### config.mk
export PLATFORM = sky130hd
export DESIGN_NAME = seg_scan_decoder
export DESIGN_NICKNAME = d
export VERILOG_FILES = /design/src/rtl/seg_scan_decoder.sv
export SDC_FILE = /design/constraint.sdc
export NUM_CORES = 1
export LEC_CHECK = 0
export CELL_PAD_IN_SITES_DETAIL_PLACEMENT = 1
export CELL_PAD_IN_SITES_GLOBAL_PLACEMENT = 1
export CORE_UTILIZATION = 43
export DETAILED_ROUTE_END_ITERATION = 8
export PLACE_DENSITY_LB_ADDON = 0.1
export SYNTH_ARGS = -nofsm -noshare
export SYNTH_HDL_FRONTEND = slang
export SYNTH_SLANG_ARGS = --single-unit
### constraint.sdc
create_clock -name clock -period 4.75 [get_ports clock]
set_input_delay 0.7125 -clock clock [delete_from_list [all_inputs] [get_ports clock]]
set_output_delay 0.7125 -clock clock [all_outputs]
set_load 0.01 [all_outputs]
### src/rtl/seg_scan_decoder.sv
// seg_scan_decoder
// Samples a multiplexed 7-segment bus ({sel, seg}), waits for the pair to be
// stable for STABLE consecutive matching samples and decodes the pattern back
// to BCD, storing one value, decimal point and error flag per digit.
module seg_scan_decoder #(
  parameter int DIGITS = 4,
  parameter int STABLE = 4
) (
  input  logic                  clock,
  input  logic                  reset_n,
  input  logic [7:0]            seg,
  input  logic [DIGITS-1:0]     sel,
  output logic [4*DIGITS-1:0]   bcd,
  output logic [DIGITS-1:0]     dp,
  output logic [DIGITS-1:0]     err,
  output logic [DIGITS-1:0]     upd
);

  localparam int          IN_W       = DIGITS + 8;
  localparam logic [3:0]  STABLE_C   = 4'(STABLE);
  localparam logic [3:0]  STABLE_M1  = 4'(STABLE - 1);

  // Decode seg[6:0] into {err, bcd}; blank maps to E, anything unknown to F.
  function automatic logic [4:0] decode_seg(input logic [6:0] pat);
    logic [4:0] res;
    case (pat)
      7'h3F:   res = {1'b0, 4'h0};
      7'h06:   res = {1'b0, 4'h1};
      7'h5B:   res = {1'b0, 4'h2};
      7'h4F:   res = {1'b0, 4'h3};
      7'h66:   res = {1'b0, 4'h4};
      7'h6D:   res = {1'b0, 4'h5};
      7'h7D:   res = {1'b0, 4'h6};
      7'h07:   res = {1'b0, 4'h7};
      7'h7F:   res = {1'b0, 4'h8};
      7'h6F:   res = {1'b0, 4'h9};
      7'h00:   res = {1'b0, 4'hE};
      default: res = {1'b1, 4'hF};
    endcase
    return res;
  endfunction

  logic [IN_W-1:0]     s1_r;
  logic [3:0]          cnt_r;
  logic [4*DIGITS-1:0] bcd_r;
  logic [DIGITS-1:0]   dp_r;
  logic [DIGITS-1:0]   err_r;
  logic [DIGITS-1:0]   upd_r;

  logic [IN_W-1:0]     in_s;
  logic                onehot_s;
  logic                capture_s;
  logic [3:0]          cnt_nxt_s;
  logic [4:0]          dec_s;

  // Stability qualification: compare the live bus against the last sample
  // and decide the next run count and whether this edge captures.
  always_comb begin
    in_s      = {sel, seg};
    onehot_s  = (sel != {DIGITS{1'b0}}) &&
                ((sel & (sel - {{(DIGITS-1){1'b0}}, 1'b1})) == {DIGITS{1'b0}});
    capture_s = 1'b0;
    cnt_nxt_s = 4'd0;
    dec_s     = decode_seg(seg[6:0]);
    if (onehot_s && (in_s == s1_r)) begin
      capture_s = (cnt_r == STABLE_M1);
      if (cnt_r == STABLE_C) begin
        cnt_nxt_s = cnt_r;
      end else begin
        cnt_nxt_s = cnt_r + 4'd1;
      end
    end else begin
      capture_s = 1'b0;
      cnt_nxt_s = 4'd0;
    end
  end

  // Sample register and saturating stability counter.
  always_ff @(posedge clock or negedge reset_n) begin
    if (!reset_n) begin
      s1_r  <= {IN_W{1'b0}};
      cnt_r <= 4'd0;
    end else begin
      s1_r  <= in_s;
      cnt_r <= cnt_nxt_s;
    end
  end

  // Per-digit capture storage and the one-cycle update pulse.
  always_ff @(posedge clock or negedge reset_n) begin
    if (!reset_n) begin
      bcd_r <= {DIGITS{4'hE}};
      dp_r  <= {DIGITS{1'b0}};
      err_r <= {DIGITS{1'b0}};
      upd_r <= {DIGITS{1'b0}};
    end else begin
      upd_r <= capture_s ? sel : {DIGITS{1'b0}};
      for (int i = 0; i < DIGITS; i++) begin
        if (capture_s && sel[i]) begin
          bcd_r[4*i +: 4] <= dec_s[3:0];
          dp_r[i]         <= seg[7];
          err_r[i]        <= dec_s[4];
        end
      end
    end
  end

  assign bcd = bcd_r;
  assign dp  = dp_r;
  assign err = err_r;
  assign upd = upd_r;

endmodule

== Word-level counts from Yosys, hierarchy flattened ==
Cells that the tools add are included.
Operators by class
  bitwise logic cells: 1
  $add $sub $neg: 2
  reduce and logical (&&, ||, !) cells: 9
  equality and inequality tests: 14
  divide/modulo/power cells: 0
  muxes and demuxes: 5
  multiply operators: 0
  order comparisons: 0
  shift-type cells: 0
Operators by type and width (number)
  5-bit case mux with 11 select lines: 1
  7-bit equality test, second input constant: 7
  7-bit by 3-bit equality test with 1-bit output, second input constant: 2
  12-bit equality test: 1
  4-bit two-way mux: 3
  7-bit by 6-bit equality test with 1-bit output, second input constant: 1
  7-bit zero test: 1
  1-bit logical AND: 6
  4-bit by 1-bit adder with 4-bit output, second input constant: 1
  4-bit AND: 1
  4-bit by 2-bit equality test with 1-bit output, second input constant: 1
  4-bit by 3-bit equality test with 1-bit output, second input constant: 1
  4-bit zero test: 1
  4-bit nonzero test: 1
  4-bit by 1-bit subtractor with 4-bit output, second input constant: 1
  2-bit inequality test, second input constant: 1
  1-bit two-way mux: 1
Storage, ports and cells
  logic and storage cells: 46
  ROM bits: 0
  RAM bits: 0
  output and inout port bits: 28
  bits in latches: 0
  memories: 0
  register bits: 44

== Longest topological paths before layout ==
Gate-level depths: netlist (run 1).
  depth after elaboration: 7
  gate-level depth with buffers: 6
  mapped depth without buffers: 6

== Worst setup path after synthesis (run 1) ==
OpenSTA, ideal clock, no wires.
  path kind: in2reg
  start: in seg[0]
  end: reg bcd_r[1] (netlist: bcd[1])
  setup slack: 2.421 ns
  stages on the path: 5
  data arrival time: 2.244 ns
  setup time: 0.085 ns
  required time: 4.665 ns
  cell sequence: clkbuf_1 or4b_2 a21oi_1 o21ai_0 mux2_1
On the way
  word-level cells in the longest chain between the ends: 4
  elaborated cells on any way between the ends: 16
  classes of those cells: eq/ne (11); mux (2); reduce/logical (3)
RTL lines
  start: declaration: line 11  | input logic [7:0] seg,
  12-bit equality test: line 65  | if (onehot_s && (in_s == s1_r)) begin
  1-bit logical AND: line 65
  1-bit two-way mux: line 65
  1-bit logical AND: line 99  | if (capture_s && sel[i]) begin
  end signal: assignment: line 92  | bcd_r <= {DIGITS{4'hE}};
  end signal: indexed assignment: line 100  | bcd_r[4*i +: 4] <= dec_s[3:0];
  end: declaration: line 45  | logic [4*DIGITS-1:0] bcd_r;
Parallel ways exist; a longest one is shown, timed or not.
A chain may end at the register's enable or synchronous reset.

== Worst setup path after layout (run 1) ==
  start: in seg[1]
  end: reg bcd_r[12] (netlist: bcd[12])
The elaborated chain is that of the path after synthesis.

==> results, run 1 <==
- The final period utilization is 58.9%.
- The cell area after synthesis is 2040 um2.
- The residual DRC count is 0.
- Sorting the synthesized cells by area gives the leading types as sky130_fd_sc_hd__dfrtp_1 39%, sky130_fd_sc_hd__dfstp_2 15%, sky130_fd_sc_hd__mux2_2 12%.
- The tree is rooted in a sky130_fd_sc_hd__clkbuf_8.
- For this run, the total global-route usage over all layers was measured as 22.2%.
- The highest-delay cell along the critical path is sky130_fd_sc_hd__clkdlybuf4s50_1.
- The area added between synthesis and finish is 26.3%.
- After synthesis, flip-flops and latches occupy 54.7% of the total area.
- In this run the horizontal extent of the chip is 70.9 um.
- The clock tree from TritonCTS is done.
- The setup path with the least slack is of type input pin to register.
- The floorplan step defined a core boundary enclosing around 4400 um2.
- The final design utilization is between 50 and 60%.
- IR analysis of the VDD net gives a maximum drop of 194 uV.
- The run finished with clean final reports.
- The dominant combinational cell family by area after synthesis is simple AND/OR/NAND/NOR gates.
- Yosys instantiated no cell more often than sky130_fd_sc_hd__dfrtp_1.
- The startpoint of the lowest-slack hold path is err[2].
- The combinational cell fraction of total power is 8.7%.
- For this design the total switching power over the nets is 168 uW.
- The average vias per placed instance is between 5 and 6.
- The routed design has 4980 um of wire.
- Among all flip-flop cells after synthesis, the most frequent one is sky130_fd_sc_hd__dfrtp_1.
- The family with the most delay on the worst path is buffers and inverters.
- For this run, asynchronously set or reset flops after synthesis account for 100%.
- The worst reg-to-reg setup slack is between 2000 and 3000 ps.
- The synthesized design spends more area on one cell type than any other, namely sky130_fd_sc_hd__dfrtp_1.
- The worst register-to-register path has a depth of 5.
- The layout cell share with drive strength beyond 1 is 22.9%.
- The worst register-to-register path begins at s1_r[1].
- Per report_power, the sequential group accounts for between 50% and 60% of the total.
- The die covers between 5000 and 6000 um2.
- The iteration count of the initial detailed-routing pass is 6.
- Of all nets on the critical path, the largest fanout is 10.
- Of the total power, the clock network draws 35.9%.
- The worst path meets setup with 1950 ps of slack.
- The number of top-level pins is 42.
- Measured against its own limit, the worst slew margin works out to 36.3%.
- The routed layout has 1463 vias.
- Gates resized during post-CTS repair numbered 0.
- The hold-fix buffer count after cts is 0.
- The synthesized-area fraction occupied by ao, oa, aoi and oai cells is a little over 6%.
- Setup violations remaining at the end of the flow were counted as 0.
- The number of storage elements in the synthesis netlist is 44.
- On the worst path, the slowest cell contributes a delay of 580 ps.
- The post-place setup slack is between 1500 and 2000 ps.
- The row count is 24.
- The cell total after placement is 254.
- The multiplexer share of the synthesized area is 13.7%.
- The endpoint of the worst hold-timing path is err[2].
- TritonCTS created 5 clock buffers.
- The critical path goes through clkdlybuf4s50_1 > xnor2_1 > nand4_1 > a2111oi_4 > nand2_1 > mux2_2.
- The routed wirelength normalized by instance count is 19.0 um.
- Summed over all nets, the half-perimeter wirelength after detailed placement is 3530 um.
- At the later pin of the worst-skew pair, clock insertion delay measures about 300 ps.
- The fraction of synthesized cell area taken by the top area cell type is 39.2%.
- Entering global routing, the biggest net connects between 40 and 50 pins.
- For the final routed database, the setup TNS stands at 0 ps.
- The data required time of the worst path is just under 5000 ps.
- The final net count is 225.
- Setup repair after global routing left no endpoint under its margin.
- The via count of the first global-routing pass came to 1609.
- At the pin with the least slew margin, the transition time is between 900 and 1000 ps.
- The repair_antennas step left the layout with diodes totalling 0.
- The maximum clock frequency is ~360 MHz.
- The clock period minus final worst setup slack is 2800 ps.
- The net count after synthesis is 184.
- The number of flops mapped to enable cells by yosys is 0.
- The tool flagged a number of max-cap violations equal to 0.
- The post-route total power is a little under 700 uW.
- The first global-routing pass estimated around 8400 um of wire.
- The number of max-slew violations in the final report is 0.
- After synthesis, the most frequently instantiated cells are 32 x sky130_fd_sc_hd__dfrtp_1, 22 x sky130_fd_sc_hd__mux2_2, 14 x sky130_fd_sc_hd__xnor2_1.
- The H-tree was split into 2 levels.
- The aggregate global routing overflow is 0.
- The congestion estimate from routability-driven global placement came to 0.858.
- The class of the most critical hold timing path is register to register.
- Clock skew on the completed layout was measured at 9.01 ps.
- The clock net in this run drives a total of 44 sinks.
- The number of warning messages in the yosys log is 0.
- The static leakage is 1.07 nW.
- The number of port buffers is just over 40.
- The cell depth of the worst hold path is 1.
- The switching fraction of total power is 24.4%.
- In this run the remaining antenna-violating nets after routing total 0.
- The number of hold violations in the final report is 0.
- STA classifies the critical path startpoint as an input pin.
- The synthesized netlist devotes between 10% and 20% of its cell area to simple gates.
- The die is 70.9 um tall.
- The finished layout holds 262 standard cells, fillers aside.
- The power density over the cells is about 270 nW/um2.
- The worst setup path is captured at a register.
- The data arrival time of the worst path is about 3000 ps.
- The endpoint identified for the worst register-to-register timing path is bcd[12].
- Yosys mapped the design onto 36 distinct sky130hd cell types.
- The fraction of the mapped netlist area in adder cells is 1.23%.
- The clock-pin transition on the worst setup and hold timing paths is approximately 80 ps.
- A synthesized cell averages between 10 and 15 um2.
- The initial antenna violation count is 0.
- The buffer levels on the longest clock path is 2.
- The initial utilization of the core area, before any placement, comes to between 40% and 50%.
- Synthesis produced a netlist whose cell count is 168.
- Counting both buffers and inverters, the worst setup path holds a total of 1.
- For this block, the initial DRC count from the detailed router was 108.
- The number of setup buffers added after CTS is 0.
- The internal power of the cells totals 522 uW.
- After Yosys synthesis, XOR and XNOR cells account for 6.43% of the synthesized area.
cell usage in the layout, fill, tap and decap left out, drive strengths merged, types with 2 or more instances in the layout:
master / count
nand3: 5
nand2: 7
a21oi: 7
nand3b: 3
and2: 2
clkdlybuf4s50: 40
o21ai: 3
dfrtp: 32
nand2b: 3
nand4: 7
mux2: 24
nor3b: 5
ha: 2
nor3: 3
dfstp: 12
nor2: 9
inv: 3
clkbuf: 7
xnor2: 14
and3: 5
through the flow:
step	hold slack, ps	cell area [um2]
3_3_place_gp	491	2490
5_1_grt	543	2580
6_report	510	2580
2_1_floorplan	417	2040
4_1_cts	515	2580
3_5_place_dp	496	2490
registers in the layout (all words and copies together), names as in the netlist:
signal	flops
upd	4
dp	4
bcd	16
cnt_r	4
err	4
s1_r	12
kinds of logic (layout without fill, tap and decap cells):
logic type                 count (synthesis)  in the layout
muxes                                     25             25
adders and majority gates                  2              2
xor gates and xnor gates                  15             15
DFF                                       44             44
and+or+nand+nor                           55             55
buffers and inverters                     10             52
AOI/OAI and AO/OA                         17             17
routing by layer:
layer,wire length [um],vias to the layer above,global-route usage [%],share of wire [%]
li1,-,680,-,-
met1,2120,747,26.2,43
met2,2650,31,40.3,53
met3,152,5,5.56,3.1
met4,60,0,6.00,1.2
met5,0,-,0,0
final cells by class:
cell class                 instances  area (um2)
clock buffer                       7        86.3
clock inverter                     1        7.51
sequential                        44        1120
tap                               52        65.1
timing repair buffer              41         405
inverter                           3        11.3
multi-input combinational        114         888
fill                             494        1860
worst max-delay path by stage:
stage               startpoint      end  slack (ps)  cells past startpoint
floorplan               seg[0]   bcd[1]        2420                      5
global placement        sel[2]   bcd[8]        1720                      6
detailed placement      sel[2]    dp[2]        1630                      6
CTS                     seg[1]    dp[2]        1970                      6
global route            seg[1]  bcd[12]        1880                      6
finish                  seg[1]  bcd[12]        1950                      6
power groups by stage:
| stage | Sequential (mW) | Clock [mW] | Combinational, mW |
|---|---|---|---|
| floorplan | 0.389 | 0 | 0.0315 |
| global placement | 0.389 | 0 | 0.0564 |
| detailed placement | 0.390 | 0 | 0.0595 |
| CTS | 0.383 | 0.252 | 0.0605 |
| global route | 0.383 | 0.269 | 0.0658 |
| finish | 0.382 | 0.248 | 0.0601 |
worst register-to-register path, stage by stage, from the launching register on:
cell	delay, ps
sky130_fd_sc_hd__dfrtp_1	380
sky130_fd_sc_hd__xnor2_1	270
sky130_fd_sc_hd__nand4_1	200
sky130_fd_sc_hd__a2111oi_4	480
sky130_fd_sc_hd__nand2_1	330
sky130_fd_sc_hd__mux2_2	360
Note: power is estimated with default switching activity, not from simulation.
==> inputs of run 2 (changes only) <==
--- a/config.mk
+++ b/config.mk
@@ -7,7 +7,7 @@
 export LEC_CHECK = 0
 export CELL_PAD_IN_SITES_DETAIL_PLACEMENT = 1
 export CELL_PAD_IN_SITES_GLOBAL_PLACEMENT = 1
-export CORE_UTILIZATION = 43
+export CORE_UTILIZATION = 40
 export DETAILED_ROUTE_END_ITERATION = 8
 export PLACE_DENSITY_LB_ADDON = 0.1
 export SYNTH_ARGS = -nofsm -noshare
==> constraint.sdc (replaced) <==
create_clock -name clock -period 2.6 [get_ports clock]
set_input_delay 0.39 -clock clock [delete_from_list [all_inputs] [get_ports clock]]
set_output_delay 0.39 -clock clock [all_outputs]
set_load 0.01 [all_outputs]
==> run 2 against run 1 <==
  * First-iteration DRC count decreased by 34%
  * Global-route usage decreased by 0.76 points
  * Wire length increased by 2.9%
  * Critical endpoint is now err[2]
==> results, run 2 (synthesized netlist as in run 1, its figures left out) <==
- The worst setup path is launched from an input pin.
- The worst hold slack after final layout came to 259 ps (-251 ps).
- The library cells used most frequently in the layout, excluding fill and tap cells, are 40 x sky130_fd_sc_hd__clkdlybuf4s50_1, 32 x sky130_fd_sc_hd__dfrtp_1, 22 x sky130_fd_sc_hd__mux2_2.
- The clock sink total was 44 (unchanged).
- The first-pass GRT wire length came to 8560 um (+1.6%).
- The peak supply drop is 330 uV (+70%).
- The worst-case clock skew is 4.66 ps (-4.34 ps).
- The worst-margin pin slew is 984 ps (+29.2 ps).
- The root buffer cell is sky130_fd_sc_hd__clkbuf_8.
- The power density over the cells came to 509 nW/um2 (+90%).
- The iteration count of the initial detailed-routing pass is 4 (-2).
- The kind of critical path is input pin to register.
- The most frequent standard cell in the layout excluding fill and tap cells is sky130_fd_sc_hd__clkdlybuf4s50_1.
- The final period utilization is roughly 90%.
- The overall track demand over capacity in global routing is 21.4% (-0.76 points).
- The number of flip-flops in the largest register is 16 (unchanged).
- The maximum clock frequency is 427 MHz.
- The largest net degree at the start of global routing is 45 (unchanged).
- The final net count is 237 (+5.3%).
- The detailed router's first-iteration violation count is 71 (-34%).
- The remaining number of nets flagged by the antenna check after routing is 0 (unchanged).
- The weighted congestion reported at the end of routability-driven placement was 0.846 (-1.5%).
- The H-tree depth reported by CTS is 2 (unchanged).
- The final worst slack came to 257 ps (-1690 ps).
- The data arrival time of the worst path is 2510 ps (-470 ps).
- The static leakage is 1.15 nW (+7.4%).
- The data required time of the worst path was 2770 ps (-2160 ps).
- The via count is 1494 (+2.1%).
- The total cell area at the placement stage is 2590 um2 (+4.4%).
- The final non-filler cell area is 2720 um2 (+5.5%).
- The routed wirelength normalized by instance count is 17.7 um (-6.7%).
- The count of antenna diodes in the layout is 0 (unchanged).
- Setup repair after global routing left no endpoint under its margin.
- The number of hold violations in the final report is 0 (unchanged).
- The average vias per placed instance is 5.17 (-7.4%).
- The aggregate global routing overflow is 0 (unchanged).
- The core area is 4820 um2 (+8.4%).
- Compared with the post-synthesis result, the final layout area differs by 33.3%.
- The count of instances resized after the clock tree is built came to 0 (unchanged).
- The hold-fix buffer count after cts was 0 (unchanged).
- The number of port buffers is 41 (unchanged).
- The normalized max-slew margin is 34.4% (-1.9 points).
- The number of max-slew violations in the final report came to 0 (unchanged).
- The layout cell share with drive strength beyond 1 is 27.5% (+4.6 points).
- The capturing element type of the critical path is a register.
- The final HPWL from detailed placement is 3830 um (+8.4%).
- The min-delay analysis places its worst path in the category input pin to asynchronous set/reset pin.
- The area enclosed by the die boundary is 5390 um2 (+7.3%).
- The post-place setup slack is -13.8 ps (-1640 ps).
- The number of setup violations in the final report was 0 (unchanged).
- The clock-pin transition on the worst setup and hold timing paths was 80 ps (about the same).
- The reported max-cap violation count was 0 (unchanged).
- The row count came to 25 (+4.2%).
- The buffer levels on the longest clock path is 2 (unchanged).
- The number of buffers created by CTS was 5 (unchanged).
- The flow ran to the end, and the final reports show no timing, DRC or antenna violations.
- The post-CTS repair timing setup buffer count was 0 (unchanged).
- The post-route total power was 1.38 mW (+100%).
- The residual DRC count came to 0 (unchanged).
- The initial antenna violation count is 0 (unchanged).
- The horizontal die dimension is 73.5 um (+3.6%).
- The height of the chip is 73.5 um (+3.6%).
- The wire length after detailed routing is 5130 um (+2.9%).
- The clock period minus final worst setup slack is 2340 ps.
- The initial core utilization came to 42.4% (-3.6 points).
- The highest net fanout along the worst path is 6 (-4).
- The clock latency of the later-clocked register in the worst-skew pair came to 290 ps (about the same).
- TritonCTS built the clock tree.
- The number of top-level pins is 42 (unchanged).
- The via count of the first global-routing pass is 1699 (+5.6%).
-- run 2: changes by cell type in the layout (fill, tap and decap cells not counted), sizes merged --
cell      previous run  this run
buf                  1        13
clkinvlp             1         0
bufinv               0         1
-- run 2: layer usage --
metal  share of wire [%]  vias up  global-route usage (%)
li1                    -      702                       -
met1                  43      757                    26.4
met2                  52       28                    37.5
met3                 3.2        7                    4.39
met4                 1.2        0                    6.84
met5                   0        -                       0
-- run 2: final timing paths --
kind,cells past startpoint,to,from,slack (ps)
max,7,err[2],sel[2],260
min,1,s1_r[11],reset_n,260
max reg2reg,5,err[2],s1_r[1],600
min reg2reg,1,dp[0],dp[0],520
max in group asynchronous,1,err[0],reset_n,1740
min in group clock,1,dp[0],dp[0],520
-- run 2: worst max-delay path, cell delays in order --
cell	delay [ps]
sky130_fd_sc_hd__clkdlybuf4s50_1	460
sky130_fd_sc_hd__buf_4	170
sky130_fd_sc_hd__xnor2_1	240
sky130_fd_sc_hd__nand4_1	180
sky130_fd_sc_hd__a2111oi_4	460
sky130_fd_sc_hd__nand2_1	280
sky130_fd_sc_hd__mux2_2	340
-- run 2: cell type report --
type | instances | area, um2
Timing Repair Buffer | 53 | 495
Tap cell | 67 | 83.8
Multi-Input combinational cell | 114 | 888
Inverter | 3 | 11.3
Clock inverter | 1 | 30.0
Fill cell | 528 | 2100
Clock buffer | 7 | 96.3
Sequential cell | 44 | 1120
-- run 2: where the power goes --
part | switching, mW | total, mW | internal (mW)
Clock | 0.224 | 0.563 | 0.339
Combinational | 0.0684 | 0.122 | 0.0540
Sequential | 0.00468 | 0.699 | 0.694
-- run 2: per-stage QoR --
stage | instances | util (%) | TNS [ps]
6_report | 289 | 56.5 | 0
5_1_grt | 289 | 56.5 | 0
4_1_cts | 289 | 56.5 | 0
3_5_place_dp | 281 | 53.9 | -20.8
3_3_place_gp | 281 | 53.9 | 0
2_1_floorplan | 168 | - | 0
